`config.mk`:
```
export PLATFORM = sky130hd
export DESIGN_NAME = uart_tx_ctrl
export DESIGN_NICKNAME = d
export VERILOG_FILES = /design/src/rtl/uart_tx_ctrl_pkg.sv /design/src/rtl/uart_tx_ctrl_baud_tick.sv /design/src/rtl/uart_tx_ctrl.sv
export SDC_FILE = /design/constraint.sdc
export NUM_CORES = 1
export LEC_CHECK = 0
export ABC_AREA = 1
export BUFFER_PORTS_ARGS = -buffer_cell sky130_fd_sc_hd__buf_2
export CAP_MARGIN = 20
export CORE_ASPECT_RATIO = 1.2
export CORE_MARGIN = 5
export CORE_UTILIZATION = 31
export CTS_CLUSTER_SIZE = 10
export DETAILED_ROUTE_END_ITERATION = 12
export GPL_ROUTABILITY_DRIVEN = 0
export PLACE_DENSITY = 0.47
export RECOVER_POWER = 25
export SLEW_MARGIN = 20
export SYNTH_ARGS = -nofsm -noshare
export SYNTH_HDL_FRONTEND = slang
export SYNTH_SLANG_ARGS = --single-unit
```
`constraint.sdc`:
```
create_clock -name clk -period 1.85 [get_ports clk]
set_input_delay 0 -clock clk [delete_from_list [all_inputs] [get_ports clk]]
set_output_delay 0 -clock clk [all_outputs]
set_load 0.01 [all_outputs]
```
`src/rtl/uart_tx_ctrl_pkg.sv`:
```
// Shared types, limits and config normalisation for the UART transmit path.
package uart_tx_ctrl_pkg;

    typedef logic [7:0] serial_to_parallel_t;

    typedef struct packed {
        logic [31:0] baudRate;
        logic [3:0]  numDataBits;
        logic [1:0]  numStopBits;
        logic        parityEnable;
        logic        parityType;
    } uart_config_t;

    typedef logic [2:0] uart_state_t;

    localparam uart_state_t ST_IDLE   = 3'd0;
    localparam uart_state_t ST_START  = 3'd1;
    localparam uart_state_t ST_DATA   = 3'd2;
    localparam uart_state_t ST_PARITY = 3'd3;
    localparam uart_state_t ST_STOP   = 3'd4;

    localparam logic [3:0] UART_MIN_DATA_BITS = 4'd5;
    localparam logic [3:0] UART_MAX_DATA_BITS = 4'd8;
    localparam logic [1:0] UART_MAX_STOP_BITS = 2'd2;

    // Data bits forced into 5..8, stop bits into 1..2.
    function automatic uart_config_t uart_clamp_cfg(input uart_config_t cfg);
        uart_config_t r;
        r = cfg;
        if (cfg.numDataBits < UART_MIN_DATA_BITS) begin
            r.numDataBits = UART_MIN_DATA_BITS;
        end else if (cfg.numDataBits > UART_MAX_DATA_BITS) begin
            r.numDataBits = UART_MAX_DATA_BITS;
        end
        if (cfg.numStopBits == 2'd0) begin
            r.numStopBits = 2'd1;
        end else if (cfg.numStopBits > UART_MAX_STOP_BITS) begin
            r.numStopBits = UART_MAX_STOP_BITS;
        end
        return r;
    endfunction

endpackage

```
`src/rtl/uart_tx_ctrl_baud_tick.sv`:
```
// Bit-period timer: down-counter reloaded on frame start or at each bit end.
module uart_baud_tick #(
    parameter int unsigned DIV_WIDTH = 16
) (
    input  logic                 clk,
    input  logic                 arst,
    input  logic                 start_i,
    input  logic                 en_i,
    input  logic [DIV_WIDTH-1:0] div_i,
    output logic                 bit_end_o
);

    logic [DIV_WIDTH-1:0] per_q, per_d;
    logic [DIV_WIDTH-1:0] cnt_q, cnt_d;

    // cnt_q holds the cycles remaining in the current bit, including this one.
    assign bit_end_o = en_i && (cnt_q == DIV_WIDTH'(1));

    always_comb begin
        per_d = per_q;
        cnt_d = cnt_q;
        if (start_i) begin
            per_d = div_i;
            cnt_d = div_i;
        end else if (en_i) begin
            cnt_d = bit_end_o ? per_q : cnt_q - DIV_WIDTH'(1);
        end
    end

    always_ff @(posedge clk or posedge arst) begin
        if (arst) begin
            per_q <= '0;
            cnt_q <= '0;
        end else begin
            per_q <= per_d;
            cnt_q <= cnt_d;
        end
    end

endmodule

```
`src/rtl/uart_tx_ctrl.sv`:
```
// UART transmit sequencer: START, DATA (LSB first), optional PARITY, STOP.
// Parity support is compiled in only when UART_TX_PARITY_EN is defined.
module uart_tx_ctrl
    import uart_tx_ctrl_pkg::*;
#(
    parameter int unsigned DIV_WIDTH  = 16,
    parameter logic        IDLE_LEVEL = 1'b1
) (
    input  logic                 clk,
    input  logic                 arst,
    input  uart_config_t         cfg_i,
    input  logic [DIV_WIDTH-1:0] clks_per_bit_i,
    input  serial_to_parallel_t  tx_data_i,
    input  logic                 tx_valid_i,
    output logic                 tx_ready_o,
    output logic                 tx_o,
    output logic                 busy_o,
    output logic                 done_o,
    output uart_state_t          state_o
);

    uart_state_t          state_q, state_d;
    logic                 tx_q, tx_d;
    logic [7:0]           shift_q, shift_d;
    logic [2:0]           bit_cnt_q, bit_cnt_d;
    logic [2:0]           last_idx_q, last_idx_d;
    logic                 stop_cnt_q, stop_cnt_d;
    logic                 nstop2_q, nstop2_d;
    logic                 accept;
    logic                 bit_end;
    logic [DIV_WIDTH-1:0] div_n;
    uart_config_t         cfg_n;
    logic                 unused_cfg;
`ifdef UART_TX_PARITY_EN
    logic                 par_en_q, par_en_d;
    logic                 par_type_q, par_type_d;
    logic                 par_q, par_d;
    assign unused_cfg = ^cfg_n.baudRate;
`else
    assign unused_cfg = ^{cfg_n.baudRate, cfg_n.parityEnable, cfg_n.parityType};
`endif

    assign cfg_n      = uart_clamp_cfg(cfg_i);
    assign div_n      = (clks_per_bit_i == '0) ? DIV_WIDTH'(1) : clks_per_bit_i;
    assign accept     = (state_q == ST_IDLE) && tx_valid_i;
    assign tx_ready_o = (state_q == ST_IDLE);
    assign busy_o     = (state_q != ST_IDLE);
    assign tx_o       = tx_q;
    assign state_o    = state_q;
    assign done_o     = (state_q == ST_STOP) && bit_end && (stop_cnt_q == nstop2_q);

    uart_baud_tick #(
        .DIV_WIDTH(DIV_WIDTH)
    ) u_baud (
        .clk      (clk),
        .arst     (arst),
        .start_i  (accept),
        .en_i     (busy_o),
        .div_i    (div_n),
        .bit_end_o(bit_end)
    );

    always_comb begin
        state_d    = state_q;
        tx_d       = tx_q;
        shift_d    = shift_q;
        bit_cnt_d  = bit_cnt_q;
        last_idx_d = last_idx_q;
        stop_cnt_d = stop_cnt_q;
        nstop2_d   = nstop2_q;
`ifdef UART_TX_PARITY_EN
        par_en_d   = par_en_q;
        par_type_d = par_type_q;
        par_d      = par_q;
`endif
        case (state_q)
            ST_IDLE: begin
                if (tx_valid_i) begin
                    state_d    = ST_START;
                    tx_d       = ~IDLE_LEVEL;
                    shift_d    = tx_data_i;
                    bit_cnt_d  = '0;
                    stop_cnt_d = 1'b0;
                    last_idx_d = 3'(cfg_n.numDataBits - 4'd1);
                    nstop2_d   = (cfg_n.numStopBits == 2'd2);
`ifdef UART_TX_PARITY_EN
                    par_en_d   = cfg_n.parityEnable;
                    par_type_d = cfg_n.parityType;
                    par_d      = 1'b0;
`endif
                end
            end
            ST_START: begin
                if (bit_end) begin
                    state_d = ST_DATA;
                    tx_d    = shift_q[0];
                end
            end
            ST_DATA: begin
                if (bit_end) begin
                    shift_d = {1'b0, shift_q[7:1]};
`ifdef UART_TX_PARITY_EN
                    par_d   = par_q ^ shift_q[0];
`endif
                    if (bit_cnt_q == last_idx_q) begin
`ifdef UART_TX_PARITY_EN
                        if (par_en_q) begin
                            state_d = ST_PARITY;
                            tx_d    = par_q ^ shift_q[0] ^ par_type_q;
                        end else begin
                            state_d = ST_STOP;
                            tx_d    = IDLE_LEVEL;
                        end
`else
                        state_d = ST_STOP;
                        tx_d    = IDLE_LEVEL;
`endif
                    end else begin
                        bit_cnt_d = bit_cnt_q + 3'd1;
                        tx_d      = shift_q[1];
                    end
                end
            end
`ifdef UART_TX_PARITY_EN
            ST_PARITY: begin
                if (bit_end) begin
                    state_d = ST_STOP;
                    tx_d    = IDLE_LEVEL;
                end
            end
`endif
            ST_STOP: begin
                if (bit_end) begin
                    if (stop_cnt_q == nstop2_q) begin
                        state_d = ST_IDLE;
                    end else begin
                        stop_cnt_d = 1'b1;
                    end
                end
            end
            default: begin
                state_d = ST_IDLE;
                tx_d    = IDLE_LEVEL;
            end
        endcase
    end

    always_ff @(posedge clk or posedge arst) begin
        if (arst) begin
            state_q    <= ST_IDLE;
            tx_q       <= IDLE_LEVEL;
            shift_q    <= '0;
            bit_cnt_q  <= '0;
            last_idx_q <= '0;
            stop_cnt_q <= 1'b0;
            nstop2_q   <= 1'b0;
`ifdef UART_TX_PARITY_EN
            par_en_q   <= 1'b0;
            par_type_q <= 1'b0;
            par_q      <= 1'b0;
`endif
        end else begin
            state_q    <= state_d;
            tx_q       <= tx_d;
            shift_q    <= shift_d;
            bit_cnt_q  <= bit_cnt_d;
            last_idx_q <= last_idx_d;
            stop_cnt_q <= stop_cnt_d;
            nstop2_q   <= nstop2_d;
`ifdef UART_TX_PARITY_EN
            par_en_q   <= par_en_d;
            par_type_q <= par_type_d;
            par_q      <= par_d;
`endif
        end
    end

endmodule

```
# Word level (Yosys, flattened, before mapping)
# Cells that the tools add are included.
[word_totals]
in_bits = 67
reg_bits = 52
word_cells = 78
[op_classes]
n_lt_le_gt_ge = 3
mux = 30
n_eq_ne = 15
n_addsub = 3
n_reduce_logical = 17
n_bitwise = 1
[ops]
columns = ["cell", "n"]
rows = [
  ["16-bit 2-to-1 mux", 4],
  ["3-bit 2-to-1 mux", 11],
  ["16-bit by 1-bit == test with 1-bit output, second input constant", 1],
  ["16-bit logical NOT", 1],
  ["8-bit 2-to-1 mux", 2],
  ["8-bit case mux with 2 select lines", 1],
  ["16-bit by 1-bit subtractor with 16-bit output, second input constant", 1],
  ["2-bit != test, second input constant", 7],
  ["3-bit case mux with 4 select lines", 1],
  ["4-bit AND reduction", 3],
  ["1-bit 2-to-1 mux", 6],
  ["3-bit case mux with 2 select lines", 1],
  ["6-bit AND reduction", 1],
  ["2-bit nonzero test", 3],
  ["4-bit > comparator, second input constant", 1],
  ["1-bit logical AND", 4],
  ["4-bit by 3-bit < comparator with 1-bit output, second input constant", 1],
  ["2-bit 2-to-1 mux", 2],
  ["1-bit case mux with 4 select lines", 1],
  ["3-bit by 1-bit adder with 3-bit output, second input constant", 1],
  ["3-bit by 1-bit == test with 1-bit output, second input constant", 1],
  ["3-bit by 2-bit == test with 1-bit output, second input constant", 1],
  ["3-bit == test", 1],
  ["3-bit == test, second input constant", 1],
  ["12 further kinds", 12],
]

# Logic depth before layout (Yosys ltp)
[depth]
word_depth = 5
mapped_depth = 11
depth_no_buf = 11

# Modules after synthesis
# Synthesis repeated with hierarchy kept, for this count alone.
[hier_totals]
hier_cells = 442
area_unflattened_um2 = 3279.4
[modules_own_cells]
columns = ["mod", "cells_each", "instances", "seq_area_each_um2", "area_per_inst_um2"]
rows = [
  ["uart_baud_tick", 270, 1, 800.8, 2011.9],
  ["uart_tx_ctrl", 172, 1, 501.7, 1267.5],
]

# Least setup slack after synthesis
# No wires, ideal clock.
[synth_path]
path_type = "register to register"
from = "reg state_q[1] (netlist: state_o[1])"
to = "reg u_baud.cnt_q[9]"
slack_ns = 0.365
n_path_buf = 1
stages_incl_launch_ff = 10
period_less_slack_ns = 1.485
required_ns = 1.726
t_arrival_ns = 1.361
path_cell_list = "dfrtp_1 nor2_2 nand2_4 inv_2 nor2_8 nand3_4 buf_6 nand3_1 o211ai_1 nand2_1"
[synth_between]
elab_chain_cells = 5
word_cells_on_any_way = 8
classes_between = "3 x mux; 5 x reduce/logical"
[synth_rtl]
columns = ["element", "line", "source"]
rows = [
  ["start: declaration", "uart_tx_ctrl.sv:22", "uart_state_t state_q, state_d;"],
  ["start signal: assignment", "uart_tx_ctrl.sv:163", "state_q <= state_d;"],
  ["3-bit nonzero test (*)", "uart_tx_ctrl.sv:47", "assign busy_o = (state_q != ST_IDLE);"],
  ["via busy_o", "uart_tx_ctrl.sv:17", "output logic busy_o,"],
  ["1-bit logical AND", "uart_tx_ctrl_baud_tick.sv:17", "assign bit_end_o = en_i && (cnt_q == DIV_WIDTH'(1));"],
  ["16-bit 2-to-1 mux", "uart_tx_ctrl_baud_tick.sv:26", "cnt_d = bit_end_o ? per_q : cnt_q - DIV_WIDTH'(1);"],
  ["16-bit 2-to-1 mux", "uart_tx_ctrl_baud_tick.sv:25", "end else if (en_i) begin"],
  ["16-bit 2-to-1 mux", "uart_tx_ctrl_baud_tick.sv:22", "if (start_i) begin"],
  ["end signal: assignment", "uart_tx_ctrl_baud_tick.sv:36", "cnt_q <= cnt_d;"],
  ["end: declaration", "uart_tx_ctrl_baud_tick.sv:14", "logic [DIV_WIDTH-1:0] cnt_q, cnt_d;"],
]
# Mark *: on every way through the listed nets, which the timed path passes. The rest lies on a longest branch. The select of a mux whose other input is x is not followed.
# A chain may end at the register's enable or synchronous reset.

# Worst setup path after layout
[layout_path]
from = "reg u_baud.cnt_q[1]"
to = "out done_o"
[layout_between]
elab_chain_cells = 4
[layout_rtl]
columns = ["element", "line", "source"]
rows = [
  ["16-bit by 1-bit == test with 1-bit output", "uart_tx_ctrl_baud_tick.sv:17", ""],
  ["1-bit logical AND", "uart_tx_ctrl_baud_tick.sv:17", ""],
  ["1-bit logical AND (2 in series)", "uart_tx_ctrl.sv:50", "assign done_o = (state_q == ST_STOP) && bit_end && (stop_cnt_q == nstop2_q);"],
  ["end: declaration", "uart_tx_ctrl.sv:18", "output logic done_o,"],
]
# Every way passes these cells.

==> reports/metrics.yaml <==
timing:
  maxSlewHeadroom_pct: 49.72
  skew_ns: 0.007741
  maxSlewViolCount: 0
  report.final.hold_viol_count: 0
  rsz0062_at_grt: "false"
  setup-tns-final_ns: 0
  worst_pin_slew_ns: 0.7534
  setup_slack_ns: 0.1480
  final.min_clock_period_ns: 1.702
  setup_viol: 0
  clock.fmax_mhz: 587.5
  post-route-period-util_pct: 92.00
layout:
  syn2layout_area_growth_pct: 28.30
  layout_commonest_cell: "nand2_1"
  nNetsFinal: 593
  layout_common_cells: "134 x nand2_1, 51 x dfrtp_1, 44 x nor2_1"
  antenna_cells: 0
  final_util_pct: 40.64
  layout-drive-gt1-share_pct: 20.27
  fillerInstances: 1062
worst_setup_path:
  timing.rr.end: "shift_q[5]"
  reg2regPathDepth: 8
  reg2reg_slack_ns: 0.17
  crit_required_ns: 1.85
  cp-start-kind: "register"
  worstReg2RegStart: "u_baud.cnt_q[6]"
  cp_max_fo: 3
  cp-end-kind: "output pin"
  arrival_ns: 1.70
  crit_type: "reg -> out"
floorplan:
  chipHeight_um: 120.8
  coreArea_mm2: 0.01001
  start_util_pct: 31.68
  num_rows: 40
  die_w_um: 102.3
  io_pins: 74
  die-area_mm2: 0.01236
clock_tree:
  root_buffer: "clkbuf_16"
  h-tree-depth: 2
  cts_buffers: 5
  cts_tree: "built"
  clk_latency_ns: 0.30
  post_cts_buffers: 0
  clkSinkCount: 52
  clk_path_buf_depth: 2
  clk_pin_slew_worst_paths_ns: 0.07
power:
  p_leak_nw: 2.058
  peakVddDrop_uv: 510.5
  pwr-share-seq_pct: 34.0
  sw_frac_of_total_pct: 41.08
  p_per_area_mw_per_mm2: 1364
  clkPwrFrac_pct: 19.4
  combPwrFrac_pct: 46.6
  internal_power_mw: 3.268
  p_switching_mw: 2.279
drt:
  via_count: 3007
  detail_route.first_pass.iterations: 5
  drtAntennaViolNets: 0
  viasPerCell: 4.633
  drc: 0
  drt_iter0_markers: 113
  wl_per_cell_um: 13.70
  drt_wl_total_mm: 8.894
worst_hold_path:
  min_path_type: "in -> reg"
  hold_end: "u_baud.per_q[3]"
  hp-start: "clks_per_bit_i[3]"
  hold_depth: 3
placed_design:
  io_buffer_count: 38
  preCtsSetupSlack_ns: 0.1196
  detailed_place_hpwl_mm: 6.626
global_route:
  grt_max_degree: 34
  grt_usage_pct: 15.64
  grt-ovfl-total: 0
  grt_pass1_wl_mm: 15.15
  antenna_found_initial: 0
  grt_pass1_vias: 3111
logic_synthesis:
  synthTopCellsByArea: "dfrtp_1 40%, nand2_1 16%, nand3_1 6.6%"
  syn_area_mm2: 0.003171
  syn_inst: 439
  synth_top_area_share_pct: 40.25
  ys_seq_area_share_pct: 41.08
  postSynthAreaPerCell_um2: 7.222
  synth_warnings: 0
  synth.largest_area_cell: "dfrtp_1"
  synth_nets: 510
  synth_seq_cells: 52
  yosysUniqueCellTypes: 31
flow_run:
  maxCapViolCount: 0
status:
  status: "completed"
[layer usage]
layer  part of all wire [%]  GRT usage [%]
met1                     45          19.69
met2                     50          26.22
met3                    2.6          2.597
met4                    2.7          6.481
met5                      0              0
[state kept, by name, summed over array words and instances (netlist names)]
signal        count
state_o           3
shift_q           8
u_baud.per_q     16
stop_cnt_q        1
last_idx_q        3
bit_cnt_q         3
tx_o              1
nstop2_q          1
u_baud.cnt_q     16
[synth_stat cells]
master,number
o21ai_1,8
nor2_1,45
dfstp_2,1
xnor2_1,6
o21ai_0,28
nor2_8,2
o211ai_1,8
nand2_4,1
buf_2,4
or2_2,7
nand4_1,7
nor4_1,1
clkbuf_1,7
xor2_1,3
a21oi_1,12
o22ai_1,2
ha_1,4
nand3_4,1
nor2_4,1
nor2_2,6
mux2_2,1
buf_6,2
o21bai_1,5
nand2_2,3
inv_2,2
nor3_1,2
inv_1,42
nand4_4,1
nand2_1,134
nand3_1,42
dfrtp_1,51
[worst max-delay path by stage]
| stage | startpoint | endpoint | slack, ns | cells past startpoint |
|---|---|---|---|---|
| after floorplan | state_o[1] | u_baud.cnt_q[9] | 0.37 | 9 |
| after global placement | u_baud.cnt_q[6] | shift_q[5] | 0.12 | 8 |
| after detailed placement | u_baud.cnt_q[6] | shift_q[5] | 0.12 | 8 |
| after CTS | u_baud.cnt_q[1] | done_o | 0.07 | 10 |
| after global routing | u_baud.cnt_q[6] | shift_q[6] | 0.0004 | 8 |
| final | u_baud.cnt_q[1] | done_o | 0.15 | 10 |
[critical path: stages, from the launching register on]
cell     delay, ns
dfrtp_1       0.39
inv_2         0.07
ha_2          0.17
inv_1         0.05
nor2_1        0.08
nand2_1       0.06
nor2_2        0.10
nand3_2       0.09
buf_4         0.15
nor2_1        0.09
buf_2         0.14
[what timing repair did]
item                                    CTS  global route
hold buffers                             20             0
resized for setup                         0             6
endpoints found under the setup margin    0             9
endpoints found under the hold margin    37             0
[kinds of logic (layout without fill, tap and decap cells)]
group	count (synthesis)	in the layout	synth area share [%]
multiplexers	1	1	0.3551
XOR/XNOR	9	9	2.486
adder cells (fa/ha/maj)	4	4	1.579
AND/OR/NAND/NOR	253	253	36.07
buffers and inverters	57	141	7.380
AO/OA/AOI/OAI	63	63	11.05
flip-flops	52	52	41.08
[layout make-up]
class | instances | area, um^2 | share of cell area, %
repair buffers | 89 | 620.6 | 15.26
clock buffers | 5 | 125.1 | 3.076
clock inverters | 3 | 42.54 | 1.046
multi-input cells | 330 | 1654 | 40.66
inverters | 44 | 165.2 | 4.060
flip-flops and latches | 52 | 1303 | 32.02
well taps | 126 | 157.7 | 3.876
[power groups by stage]
stage,Sequential [mW],Combinational [mW],Clock [mW]
4_1_cts,1.89,2.62,1.12
2_1_floorplan,1.88,1.72,0
6_report,1.89,2.58,1.08
3_5_place_dp,1.90,2.58,0
3_3_place_gp,1.90,2.55,0
5_1_grt,1.95,2.95,1.16
[per-stage QoR]
step / std cells / instance area (um^2) / power, mW / hold WS, ns
6_report: 649 / 4068 / 5.547 / 0.01229
5_1_grt: 649 / 4068 / 6.066 / 0.02370
4_1_cts: 649 / 4063 / 5.623 / 0.009776
3_5_place_dp: 621 / 3695 / 4.480 / 0.03964
3_3_place_gp: 621 / 3695 / 4.451 / 0.04665
2_1_floorplan: 439 / 3171 / 3.595 / 0.1166
No activity file was read; power rests on OpenSTA's default activity.
